## src/rtl/flipflop_bank.sv

```systemverilog
// -----------------------------------------------------------------------------
// flipflop_bank
//
// A register of WIDTH flip-flops that share one clock. All bits run in the
// same mode, which is selected at runtime. The mode can change on every
// cycle, and the block keeps no internal mode state.
//
//   mode 00 = D   : q_next = a
//   mode 01 = T   : q_next = q ^ a            (a is the toggle mask)
//   mode 10 = JK  : j = a, k = b; 00 hold, 01 clear, 10 set, 11 toggle
//   mode 11 = SR  : s = a, r = b; 00 hold, 01 clear, 10 set, 11 illegal
//                   An illegal bit holds its value. The other bits update
//                   normally.
//
// Next-state priority on each rising edge: clr, then en, then mode.
//
// Ports
//   clk      in   1      rising-edge clock
//   rst_n    in   1      asynchronous, active-low reset
//   en       in   1      clock enable; 0 holds every bit
//   clr      in   1      synchronous load of RESET_VAL; overrides en and mode
//   mode     in   2      operating mode (see above)
//   a        in   WIDTH  D data / T mask / J / S, per bit
//   b        in   WIDTH  K / R, per bit; ignored in D and T modes
//   err_clr  in   1      synchronous clear of err (a new error wins)
//   q        out  WIDTH  registered state
//   qn       out  WIDTH  ~q, taken combinationally from q
//   changed  out  WIDTH  registered mask of bits that changed on the last edge
//   err      out  1      sticky flag: SR 1/1 was applied while enabled
// -----------------------------------------------------------------------------
module flipflop_bank #(
   parameter int               WIDTH     = 4,
   parameter logic [WIDTH-1:0] RESET_VAL = '0
) (
   input  logic             clk,
   input  logic             rst_n,
   input  logic             en,
   input  logic             clr,
   input  logic [1:0]       mode,
   input  logic [WIDTH-1:0] a,
   input  logic [WIDTH-1:0] b,
   input  logic             err_clr,
   output logic [WIDTH-1:0] q,
   output logic [WIDTH-1:0] qn,
   output logic [WIDTH-1:0] changed,
   output logic             err
);

   typedef enum logic [1:0] {
      MODE_D  = 2'b00,
      MODE_T  = 2'b01,
      MODE_JK = 2'b10,
      MODE_SR = 2'b11
   } mode_e;

   logic [WIDTH-1:0] r_q;
   logic [WIDTH-1:0] r_changed;
   logic             r_err;

   logic [WIDTH-1:0] w_mode_next;
   logic [WIDTH-1:0] w_q_next;
   logic             w_sr_illegal;
   logic             w_err_set;
   mode_e            w_mode;

   // JK characteristic equation applied across the whole vector:
   // q+ = j & ~q | ~k & q
   function automatic logic [WIDTH-1:0] jk_next(
      input logic [WIDTH-1:0] cur,
      input logic [WIDTH-1:0] j,
      input logic [WIDTH-1:0] k
   );
      jk_next = (j & ~cur) | (~k & cur);
   endfunction

   // SR next state. A bit with s = r = 1 keeps its current value. The
   // second term drops the current value only for a pure reset (r & ~s).
   function automatic logic [WIDTH-1:0] sr_next(
      input logic [WIDTH-1:0] cur,
      input logic [WIDTH-1:0] s,
      input logic [WIDTH-1:0] r
   );
      sr_next = (s & ~r) | (cur & ~(r & ~s));
   endfunction

   assign w_mode = mode_e'(mode);

   always_comb begin
      w_mode_next = r_q;
      case (w_mode)
         MODE_D:  w_mode_next = a;
         MODE_T:  w_mode_next = r_q ^ a;
         MODE_JK: w_mode_next = jk_next(r_q, a, b);
         MODE_SR: w_mode_next = sr_next(r_q, a, b);
         default: w_mode_next = r_q;
      endcase
   end

   // clr has priority over en, and en has priority over the mode function.
   assign w_q_next = clr ? RESET_VAL : (en ? w_mode_next : r_q);

   // The error is only raised for an SR cycle that would actually update q.
   assign w_sr_illegal = (w_mode == MODE_SR) && ((a & b) != '0);
   assign w_err_set    = en && !clr && w_sr_illegal;

   always_ff @(posedge clk or negedge rst_n) begin
      if (!rst_n) begin
         r_q       <= RESET_VAL;
         r_changed <= '0;
         r_err     <= 1'b0;
      end else begin
         r_q       <= w_q_next;
         // This is zero on a hold cycle. After clr it marks the bits that
         // differed from RESET_VAL.
         r_changed <= w_q_next ^ r_q;
         // Setting wins over err_clr. err_clr works even when en = 0.
         if (w_err_set)
            r_err <= 1'b1;
         else if (err_clr)
            r_err <= 1'b0;
      end
   end

   assign q       = r_q;
   assign qn      = ~r_q;
   assign changed = r_changed;
   assign err     = r_err;

endmodule

```

## config.mk

```make
export PLATFORM = sky130hd
export DESIGN_NAME = flipflop_bank
export DESIGN_NICKNAME = d
export VERILOG_FILES = /design/src/rtl/flipflop_bank.sv
export SDC_FILE = /design/constraint.sdc
export NUM_CORES = 1
export LEC_CHECK = 0
export CORE_MARGIN = 4
export CORE_UTILIZATION = 39
export DETAILED_ROUTE_END_ITERATION = 12
export GPL_ROUTABILITY_DRIVEN = 0
export PLACE_DENSITY = 0.75
export SETUP_SLACK_MARGIN = 0.3
export SLEW_MARGIN = 25
export SYNTH_ARGS = -nofsm -noshare
export SYNTH_HDL_FRONTEND = slang
export SYNTH_SLANG_ARGS = --single-unit
```

## constraint.sdc

```tcl
create_clock -name clk -period 1.03 [get_ports clk]
set_input_delay 0.103 -clock clk [delete_from_list [all_inputs] [get_ports clk]]
set_output_delay 0.103 -clock clk [all_outputs]
set_load 0.01 [all_outputs]
```

==> reports/results.tsv <==
metric	value	unit
maxCapViolations	0	
portBuffers	27	
peakVddDrop	0.616	mV
violations	setup timing	
drt_pre_antenna_iters	4	
r2r-start	q[1]	
p_seq_share	32.9	%
final_util	78.9	%
hold_viol_final	0	
clockBufferDepth	2	
crit_type	reg -> reg	
async_reset_ff_share	100	%
end_kind	flop	
final_common_cell	buf_4	
fin_nets	166	
die-width	52.0	µm
final_cell_mix	29 x buf_4, 15 x buf_6, 7 x nand2_1, 7 x buf_2	
swShare	33.5	%
synth.yosys.seq_area_share	29.9	%
p_sw	0.411	mW
p_int	0.817	mW
p_leak	0.640	nW
overflow	0	
setup_slack	-0.0822	ns
start_util	42.3	%
whs	0.118	ns
fp.dieArea	2700	µm²
cp_max_fo	5	
synth_nets	102	
ys_types	31	
cp-start-kind	flop	
syn_area	754	µm²
wl_per_cell	17.7	µm
coreArea	1780	µm²
grt_busiest_layer	met2	
cts_buffers	3	
num_io_pins	28	
hold_class	in -> async	
n_antenna_cell	0	
htreeDepth	1	
synth_seq_cells	9	
finalSetupViolations	5	
timing.rr.end	q[1]	
avgSynthCellArea	8.67	µm²
arrival	1.28	ns
use_met2	40.2	%
grt_max_degree	10	
slew_headroom	84.4	%
hpwl	1.90	mm
clkTransAtPathRegs	0.07	ns
combinationalPowerShare	43.2	%
dieHeight	52.0	µm
drv_slew	0	
clkSinkCount	9	
via_per_inst	5.93	
cts-root-buf	clkbuf_4	
use_met1	25.0	%
status	finished, violations left	
via_count	1037	
syn-instance-count	87	
period_needed	1.11	ns
layout-drive-gt1-share	55.3	%
holdBufCountCts	0	
grt_pass1_wl	4.54	mm
grt_pass1_vias	1013	
drt_iter0_drc	31	
reg2reg_slack	-0.08	ns
num_rows	15	
clock_latency	0.27	ns
wirelength	3.09	mm
grt_use_total	22.6	%
synth_edf_count	0	
rsz0062_at_grt	yes	
required	1.20	ns
worst_pin_slew	0.232	ns
area_growth_syn_to_layout	86.6	%
cts_tree	yes	
r2r_cells	3	
timing.final.crit_share	108	%
pwr-share-clk	23.9	%
use_met3	6.30	%
grt_antenna_before_repair	0	
cellPowerDensity	872	nW/µm²
drc	0	
max_freq	899	MHz
ys_warn_count	0	
ys.flop_type	dfrtp_1	
skew	0.000182	ns
ant_nets	0	
==> final cells by class <==
| type | instances | area, µm² |
|---|---|---|
| inverters | 6 | 27.5 |
| clock buffers | 4 | 26.3 |
| multi-input cells | 65 | 490 |
| repair buffers | 66 | 602 |
| fillers | 118 | 375 |
| well taps | 25 | 31.3 |
| flip-flops and latches | 9 | 230 |
==> what timing repair did <==
action                                  CTS  global route
endpoints found under the setup margin   22            22
gates resized for setup                  98             4
buffers inserted                          4             2
pin swaps                                10             2
cloned                                    1             0
==> layer usage <==
metal | routed length, µm | vias up | share of wire [%]
li1 | - | 467 | -
met1 | 1240 | 502 | 40
met2 | 1610 | 56 | 52
met3 | 197 | 12 | 6.4
met4 | 52 | 0 | 1.7
met5 | 0 | - | 0
==> Yosys cell counts (2+ instances only) <==
cell	count	share of area, %
a21oi_1	6	4.0
a221oi_2	2	4.0
a311oi_1	3	3.5
a31oi_1	5	4.1
a32oi_1	3	3.5
buf_4	3	3.0
buf_6	3	4.5
dfrtp_1	9	30
inv_1	4	2.0
inv_4	2	1.7
nand2_1	7	3.5
nand2b_1	2	1.7
nand3_1	6	4.0
nand3_2	3	4.0
nand4_1	2	1.7
nor2_1	5	2.5
nor2b_1	2	1.7
o211ai_1	3	3.0
o21ai_0	2	1.3
o21ai_1	3	2.0
xor2_1	2	2.3
==> through the flow <==
| step | TNS (ns) | area, µm² | std cells | setup slack, ns | total power [mW] |
|---|---|---|---|---|---|
| after floorplan | -0.0836 | 778 | 87 | -0.0507 | 0.605 |
| after global routing | -0.483 | 1410 | 175 | -0.137 | 1.30 |
| after global placement | -3.60 | 1250 | 164 | -0.388 | 0.856 |
| after detailed placement | -3.99 | 1250 | 164 | -0.450 | 0.871 |
| after CTS | -0.0557 | 1370 | 173 | -0.0257 | 1.19 |
| final | -0.200 | 1410 | 175 | -0.0822 | 1.23 |
==> power groups by stage <==
| stage | sequential (mW) | combinational (mW) | clock (mW) |
|---|---|---|---|
| CTS | 0.401 | 0.497 | 0.295 |
| global placement | 0.405 | 0.451 | 0 |
| finish | 0.404 | 0.530 | 0.293 |
| detailed placement | 0.406 | 0.465 | 0 |
| global route | 0.406 | 0.560 | 0.329 |
| floorplan | 0.424 | 0.182 | 0 |
==> worst max-delay path, stage by stage (launching register included) <==
cell and delay, ns:
dfrtp_2 0.46, a311oi_1 0.23, a31oi_1 0.08, a221oi_2 0.24
==> cell families after synthesis <==
kind of cell | count (synthesis) | share of synthesized area (%)
buf+inv | 13 | 13.8
simple gates | 30 | 21.7
xor+xnor | 2 | 2.32
flops | 9 | 29.9
compound gates | 33 | 32.3
==> worst max path at each step <==
stage          depth (start not counted)  startpoint  slack [ns]          to
2_1_floorplan                          4        q[3]       -0.05        q[3]
3_3_place_gp                           6     mode[0]       -0.39        q[0]
3_5_place_dp                           5     mode[1]       -0.45  changed[1]
4_1_cts                                3        q[0]       -0.03        q[0]
5_1_grt                                3        q[0]       -0.14        q[0]
6_report                               3        q[1]       -0.08        q[1]
==> registers in the layout, indices dropped and copies added, names as in the netlist <==
register	flops
changed	4
q	4
err	1
Note: power is estimated with default switching activity, not from simulation.
